--- src/rtl/read_sched_pkg.sv ---
// Shared field widths and the request record for the VRF read-port scheduler.
package read_sched_pkg;

  localparam int VS_W     = 5;
  localparam int OFFSET_W = 2;
  localparam int GROUP_W  = 4;
  localparam int SOURCE_W = 4;
  localparam int IDX_W    = 3;

  typedef struct packed {
    logic [VS_W-1:0]     vs;
    logic [OFFSET_W-1:0] offset;
    logic [GROUP_W-1:0]  groupIndex;
    logic [SOURCE_W-1:0] readSource;
    logic [IDX_W-1:0]    instructionIndex;
  } read_req_t;

endpackage

--- src/rtl/rr_priority_pick.sv ---
// Round-robin pick: first set request at or after ptr, wrapping; combinational, no backpressure.
module rr_priority_pick #(
  parameter int N     = 4,
  parameter int PTR_W = 2
) (
  input  logic [N-1:0]     req,
  input  logic [PTR_W-1:0] ptr,
  output logic [N-1:0]     grant,
  output logic [PTR_W-1:0] grant_idx,
  output logic             any
);

  logic [2*N-1:0] dbl;

  always_comb begin
    dbl = {req, req};
    for (int j = 0; j < N; j++) begin
      if (j < int'(ptr)) dbl[j] = 1'b0;
    end
    any       = |req;
    grant_idx = '0;
    // Descending scan so the lowest surviving bit is the final assignment.
    for (int j = 2*N-1; j >= 0; j--) begin
      if (dbl[j]) grant_idx = PTR_W'(j % N);
    end
    grant = any ? (N'(1) << grant_idx) : '0;
  end

endmodule

--- src/rtl/vrf_read_rr_scheduler.sv ---
// Round-robin VRF read-port arbiter into a 1-entry register: 1-cycle latency, refills while draining, holds under bank stall.
// READ_SCHED_AGE_PRIO_EN restricts competition to requesters with the oldest instructionIndex relative to io_instructionHead.
module vrf_read_rr_scheduler
  import read_sched_pkg::*;
#(
  parameter int N       = 4,
  parameter int INDEX_W = IDX_W
) (
  input  logic                  clock,
  input  logic                  reset,
  input  logic                  io_flush,
  input  logic [N-1:0]          io_in_valid,
  output logic [N-1:0]          io_in_ready,
  input  logic [N*VS_W-1:0]     io_in_bits_vs,
  input  logic [N*OFFSET_W-1:0] io_in_bits_offset,
  input  logic [N*GROUP_W-1:0]  io_in_bits_groupIndex,
  input  logic [N*SOURCE_W-1:0] io_in_bits_readSource,
  input  logic [N*INDEX_W-1:0]  io_in_bits_instructionIndex,
`ifdef READ_SCHED_AGE_PRIO_EN
  input  logic [INDEX_W-1:0]    io_instructionHead,
`endif
  output logic                  io_out_valid,
  input  logic                  io_out_ready,
  output logic [VS_W-1:0]       io_out_bits_vs,
  output logic [OFFSET_W-1:0]   io_out_bits_offset,
  output logic [GROUP_W-1:0]    io_out_bits_groupIndex,
  output logic [SOURCE_W-1:0]   io_out_bits_readSource,
  output logic [INDEX_W-1:0]    io_out_bits_instructionIndex,
  output logic [N-1:0]          io_out_grant
);

  localparam int PTR_W = (N > 1) ? $clog2(N) : 1;

  if (INDEX_W != IDX_W) begin : g_index_w_check
    $error("INDEX_W must match read_sched_pkg::IDX_W");
  end

  read_req_t        req [N];
  read_req_t        out_q;
  logic [PTR_W-1:0] ptr;
  logic [N-1:0]     pick_mask;
  logic [N-1:0]     win_oh;
  logic [PTR_W-1:0] win_idx;
  logic             win_any;
  logic             accept;
  logic             fire;

  always_comb begin
    for (int i = 0; i < N; i++) begin
      req[i].vs               = io_in_bits_vs[VS_W*i +: VS_W];
      req[i].offset           = io_in_bits_offset[OFFSET_W*i +: OFFSET_W];
      req[i].groupIndex       = io_in_bits_groupIndex[GROUP_W*i +: GROUP_W];
      req[i].readSource       = io_in_bits_readSource[SOURCE_W*i +: SOURCE_W];
      req[i].instructionIndex = io_in_bits_instructionIndex[INDEX_W*i +: INDEX_W];
    end
  end

`ifdef READ_SCHED_AGE_PRIO_EN
  logic [INDEX_W-1:0] age [N];
  logic [INDEX_W-1:0] min_age;

  // Age is the modular distance from the head slot, so wraparound orders correctly.
  always_comb begin
    min_age = '1;
    for (int i = 0; i < N; i++) begin
      age[i] = req[i].instructionIndex - io_instructionHead;
    end
    for (int i = 0; i < N; i++) begin
      if (io_in_valid[i] && (age[i] < min_age)) min_age = age[i];
    end
    for (int i = 0; i < N; i++) begin
      pick_mask[i] = io_in_valid[i] && (age[i] == min_age);
    end
  end
`else
  assign pick_mask = io_in_valid;
`endif

  rr_priority_pick #(.N(N), .PTR_W(PTR_W)) u_pick (
    .req       (pick_mask),
    .ptr       (ptr),
    .grant     (win_oh),
    .grant_idx (win_idx),
    .any       (win_any)
  );

  assign accept      = !reset && !io_flush && (!io_out_valid || io_out_ready);
  assign fire        = accept && win_any;
  assign io_in_ready = fire ? win_oh : '0;

  always_ff @(posedge clock) begin
    if (reset) begin
      io_out_valid <= 1'b0;
      out_q        <= '0;
      io_out_grant <= '0;
      ptr          <= '0;
    end else if (fire) begin
      io_out_valid <= 1'b1;
      out_q        <= req[win_idx];
      io_out_grant <= win_oh;
      ptr          <= (win_idx == PTR_W'(N-1)) ? '0 : win_idx + 1'b1;
    end else if (io_flush || io_out_ready) begin
      io_out_valid <= 1'b0;
    end
  end

  assign io_out_bits_vs               = out_q.vs;
  assign io_out_bits_offset           = out_q.offset;
  assign io_out_bits_groupIndex       = out_q.groupIndex;
  assign io_out_bits_readSource       = out_q.readSource;
  assign io_out_bits_instructionIndex = out_q.instructionIndex;

endmodule
--- config.mk ---
export PLATFORM = sky130hd
export DESIGN_NAME = vrf_read_rr_scheduler
export DESIGN_NICKNAME = d
export VERILOG_FILES = /design/src/rtl/read_sched_pkg.sv /design/src/rtl/rr_priority_pick.sv /design/src/rtl/vrf_read_rr_scheduler.sv
export SDC_FILE = /design/constraint.sdc
export NUM_CORES = 1
export LEC_CHECK = 0
export BUFFER_PORTS_ARGS = -buffer_cell sky130_fd_sc_hd__buf_2
export CORE_MARGIN = 5
export CORE_UTILIZATION = 44
export DETAILED_ROUTE_END_ITERATION = 16
export PLACE_DENSITY = 0.9
export SLEW_MARGIN = 20
export SYNTH_ARGS = -nofsm -noshare
export SYNTH_HDL_FRONTEND = slang
export SYNTH_SLANG_ARGS = --single-unit
--- constraint.sdc ---
create_clock -name clock -period 4.98 [get_ports clock]
set_input_delay 0.747 -clock clock [delete_from_list [all_inputs] [get_ports clock]]
set_output_delay 0.747 -clock clock [all_outputs]
set_load 0.01 [all_outputs]
==> impl_metrics.xml <==
<?xml version="1.0" encoding="UTF-8"?>
<metrics>
  <group name="run_status">
    <metric name="status" unit="">complete, no violations</metric>
  </group>
  <group name="synth">
    <metric name="number_of_library_cell_types_mapped_by_synthesis" unit="">22</metric>
    <metric name="synth_top_area_share" unit="%">32.95</metric>
    <metric name="async_reset_ff_share" unit="%">0</metric>
    <metric name="post_synthesis_sequential_area_ratio" unit="%">32.95</metric>
    <metric name="postSynthAreaPerCell" unit="um^2">9.737</metric>
    <metric name="netlist_instances" unit="">156</metric>
    <metric name="yosysWarnings" unit="">0</metric>
    <metric name="synth-edff-count" unit="">0</metric>
    <metric name="yosys_most_used_dff" unit="">sky130_fd_sc_hd__dfxtp_1</metric>
    <metric name="mappedNetlistNets" unit="">240</metric>
    <metric name="synthesis.area" unit="mm^2">0.001519</metric>
    <metric name="postSynthRegisterBits" unit="">25</metric>
    <metric name="netlist_top_cells_area" unit="">sky130_fd_sc_hd__dfxtp_1 33%, sky130_fd_sc_hd__mux2i_1 24%, sky130_fd_sc_hd__o221ai_1 10%, sky130_fd_sc_hd__nand3b_1 8.9%, sky130_fd_sc_hd__nand2_1 3.5%</metric>
    <metric name="synthDominantAreaCellType" unit="">sky130_fd_sc_hd__dfxtp_1</metric>
  </group>
  <group name="clock_network">
    <metric name="cts_tree" unit="">done</metric>
    <metric name="cts_hold_repair.buffers" unit="">0</metric>
    <metric name="root_buffer" unit="">sky130_fd_sc_hd__clkbuf_4</metric>
    <metric name="insertion_delay_to_the_later_sink_of_the_worst_skew_pair" unit="ps">310</metric>
    <metric name="clock_path_buffers" unit="">2</metric>
    <metric name="htree_levels" unit="">1</metric>
    <metric name="cts_repair_resize_count" unit="">0</metric>
    <metric name="cts_post_setup_buffers_inserted" unit="">0</metric>
    <metric name="num_cts_buffers" unit="">3</metric>
    <metric name="cts_sinks" unit="">25</metric>
    <metric name="clock_transition_at_the_registers_of_the_reported_paths" unit="ps">140</metric>
  </group>
  <group name="floorplanning">
    <metric name="core" unit="mm^2">0.003337</metric>
    <metric name="die_width" unit="um">68.76</metric>
    <metric name="placement_rows" unit="">21</metric>
    <metric name="die_h" unit="um">68.76</metric>
    <metric name="top_level_ports" unit="">107</metric>
    <metric name="floorplan.initialDensity" unit="%">45.52</metric>
    <metric name="die_footprint" unit="mm^2">0.004727</metric>
  </group>
  <group name="pwr">
    <metric name="power_switching_share" unit="%">31.08</metric>
    <metric name="irDropWorstVdd" unit="V">0.0001146</metric>
    <metric name="power_frac_comb" unit="%">32.7</metric>
    <metric name="fraction_of_power_consumed_by_sequential_logic" unit="%">48.4</metric>
    <metric name="power.leakage" unit="uW">0.001171</metric>
    <metric name="net-switching-power" unit="uW">148.4</metric>
    <metric name="pwr-share-clk" unit="%">19.0</metric>
    <metric name="powerDensity" unit="mW/mm^2">230.4</metric>
    <metric name="p_int" unit="uW">329.2</metric>
    <metric name="power" unit="uW">477.6</metric>
  </group>
  <group name="route">
    <metric name="postRouteAntennaNets" unit="">0</metric>
    <metric name="routed_wirelength" unit="um">4319</metric>
    <metric name="drc" unit="">0</metric>
    <metric name="initialDrtViolationCount" unit="">75</metric>
    <metric name="vias_per_cell" unit="">5.113</metric>
    <metric name="detail_route.first_pass.iterations" unit="">4</metric>
    <metric name="routed_wire_length_per_instance" unit="um">14.35</metric>
    <metric name="via_count" unit="">1539</metric>
  </group>
  <group name="setup_path">
    <metric name="kind_of_end_point_of_the_critical_path" unit="">primary output</metric>
    <metric name="critical_path_peak_fanout" unit="">17</metric>
    <metric name="max_stage_delay" unit="ps">530</metric>
    <metric name="path_buf_inv" unit="">4</metric>
    <metric name="timing.critical_path.cells" unit="">buf_2 -&gt; a21oi_1 -&gt; o21a_1 -&gt; o22ai_4 -&gt; inv_1 -&gt; ha_1 -&gt; nand2_1 -&gt; inv_1 -&gt; buf_2</metric>
    <metric name="slowest_stage" unit="">sky130_fd_sc_hd__o22ai_4</metric>
    <metric name="cp-start-kind" unit="">primary input</metric>
    <metric name="timing.critical_path.required" unit="ps">4230</metric>
    <metric name="timing.critical_path.max_delay_family" unit="">compound AO/OA/AOI/OAI gates</metric>
    <metric name="reg2reg_slack" unit="ps">2610</metric>
    <metric name="worstPathArrival" unit="ps">2320</metric>
    <metric name="crit_type" unit="">primary input to primary output</metric>
  </group>
  <group name="placement">
    <metric name="globalplace.congestion" unit="">0.7578</metric>
    <metric name="port_buffers" unit="">106</metric>
    <metric name="dp_hpwl" unit="um">3327</metric>
    <metric name="placed_cells_incl_taps" unit="">297</metric>
  </group>
  <group name="layout">
    <metric name="layout_common_cells" unit="">106 x sky130_fd_sc_hd__buf_2, 37 x sky130_fd_sc_hd__mux2i_1, 25 x sky130_fd_sc_hd__dfxtp_1</metric>
    <metric name="layout_commonest_cell" unit="">sky130_fd_sc_hd__buf_2</metric>
    <metric name="antennaDiodeCount" unit="">0</metric>
    <metric name="drive_gt1_share" unit="%">44.71</metric>
    <metric name="syn_to_final_growth" unit="%">36.49</metric>
    <metric name="regArea" unit="um^2">500.5</metric>
    <metric name="filler_cell_count_in_the_final_layout" unit="">311</metric>
    <metric name="layout.nets" unit="">340</metric>
    <metric name="multiInputGateArea" unit="um^2">924.6</metric>
    <metric name="layout.core_utilization" unit="%">62.13</metric>
    <metric name="final_cell_count_no_fill" unit="">301</metric>
  </group>
  <group name="sta">
    <metric name="tightestPinTransition" unit="ps">838.5</metric>
    <metric name="final_min_period_over_clock_period" unit="%">61.58</metric>
    <metric name="final.setup_skew" unit="ps">4.346</metric>
    <metric name="fin_setup_tns" unit="ps">0</metric>
    <metric name="fin_worst_hold_slack" unit="ps">460.1</metric>
    <metric name="hold_violation_count_in_the_final_report" unit="">0</metric>
    <metric name="finalSetupViolations" unit="">0</metric>
    <metric name="timing.final.crit_period" unit="ps">3067</metric>
    <metric name="grt_setup_unrepaired" unit="">false</metric>
    <metric name="max_clock_freq" unit="MHz">326.1</metric>
    <metric name="slew_headroom" unit="%">44.10</metric>
    <metric name="final_max_tran_viols" unit="">0</metric>
  </group>
  <group name="run">
    <metric name="max_cap_viol_count" unit="">0</metric>
  </group>
  <group name="grt">
    <metric name="grt_max_degree" unit="">28</metric>
    <metric name="grt_antenna_before_repair" unit="">0</metric>
    <metric name="grt_first_pass_wirelength" unit="um">6437</metric>
    <metric name="overall_global_routing_resource_usage" unit="%">17.49</metric>
    <metric name="overflow" unit="">0</metric>
    <metric name="first_global_vias" unit="">1521</metric>
  </group>
  <group name="worst_hold_path">
    <metric name="worst_hold_path_type" unit="">flop to flop</metric>
  </group>
</metrics>
[sequential cells by signal, summed over array words and instances (netlist names)]
signal,count
io_out_bits_instructionIndex,3
io_out_bits_vs,5
io_out_grant,4
io_out_valid,1
io_out_bits_offset,2
io_out_bits_readSource,4
io_out_bits_groupIndex,4
ptr,2
[Yosys cell counts (2+ instances only)]
cell                       count
sky130_fd_sc_hd__mux2i_1      37
sky130_fd_sc_hd__dfxtp_1      25
sky130_fd_sc_hd__nand3b_1     18
sky130_fd_sc_hd__o221ai_1     18
sky130_fd_sc_hd__nand2_1      14
sky130_fd_sc_hd__a21oi_1       9
sky130_fd_sc_hd__inv_1         7
sky130_fd_sc_hd__buf_2         6
sky130_fd_sc_hd__ha_1          4
sky130_fd_sc_hd__buf_6         3
sky130_fd_sc_hd__clkbuf_1      3
sky130_fd_sc_hd__nor2b_1       2
[final timing paths]
check                  start           endpoint  cells after the start
max           io_in_valid[0]     io_in_ready[3]                      9
min          io_out_grant[1]    io_out_grant[1]                      2
max reg2reg           ptr[1]  io_out_bits_vs[4]                      6
min reg2reg  io_out_grant[1]    io_out_grant[1]                      2
[through the flow]
stage	setup slack, ps	instance area, um^2
CTS	1897	2073
global placement	1968	2047
detailed placement	1898	2047
finish	1913	2073
floorplan	2401	1519
global route	1771	2073
[metal layers]
layer	wire length [um]	up-vias	GRT usage [%]
li1	-	781	-
met1	1683	710	19.61
met2	2344	46	33.49
met3	277	2	3.241
met4	13	0	4.380
met5	0	-	0
[power by group through the flow]
stage / Clock (uW) / Sequential, uW / Combinational, uW
after detailed placement: 0 / 235 / 158
after floorplan: 0 / 244 / 85.3
after global placement: 0 / 234 / 153
final: 90.5 / 231 / 156
after CTS: 93.7 / 231 / 158
after global routing: 102 / 234 / 172
[cell families after synthesis]
family	count (synthesis)	share of synthesized area, %
AO/OA/AOI/OAI	29	14.66
adder cells (fa/ha/maj)	4	3.295
buffers and inverters	19	6.672
flip-flops	25	32.95
multiplexers	37	24.38
AND/OR/NAND/NOR	42	18.04
[area by class of cell]
cell class	count	share of cell area [%]
Multi-Input combinational cell	112	44.60
Sequential cell	25	24.14
Tap cell	46	2.776
Timing Repair Buffer	107	25.95
Clock buffer	4	1.267
Inverter	7	1.267
[tightest hold or removal path, stage by stage, from the launching register on]
cell and delay, ps:
sky130_fd_sc_hd__dfxtp_1 330, sky130_fd_sc_hd__nand2_1 50, sky130_fd_sc_hd__a21oi_1 50
No activity file was read; power rests on OpenSTA's default activity.
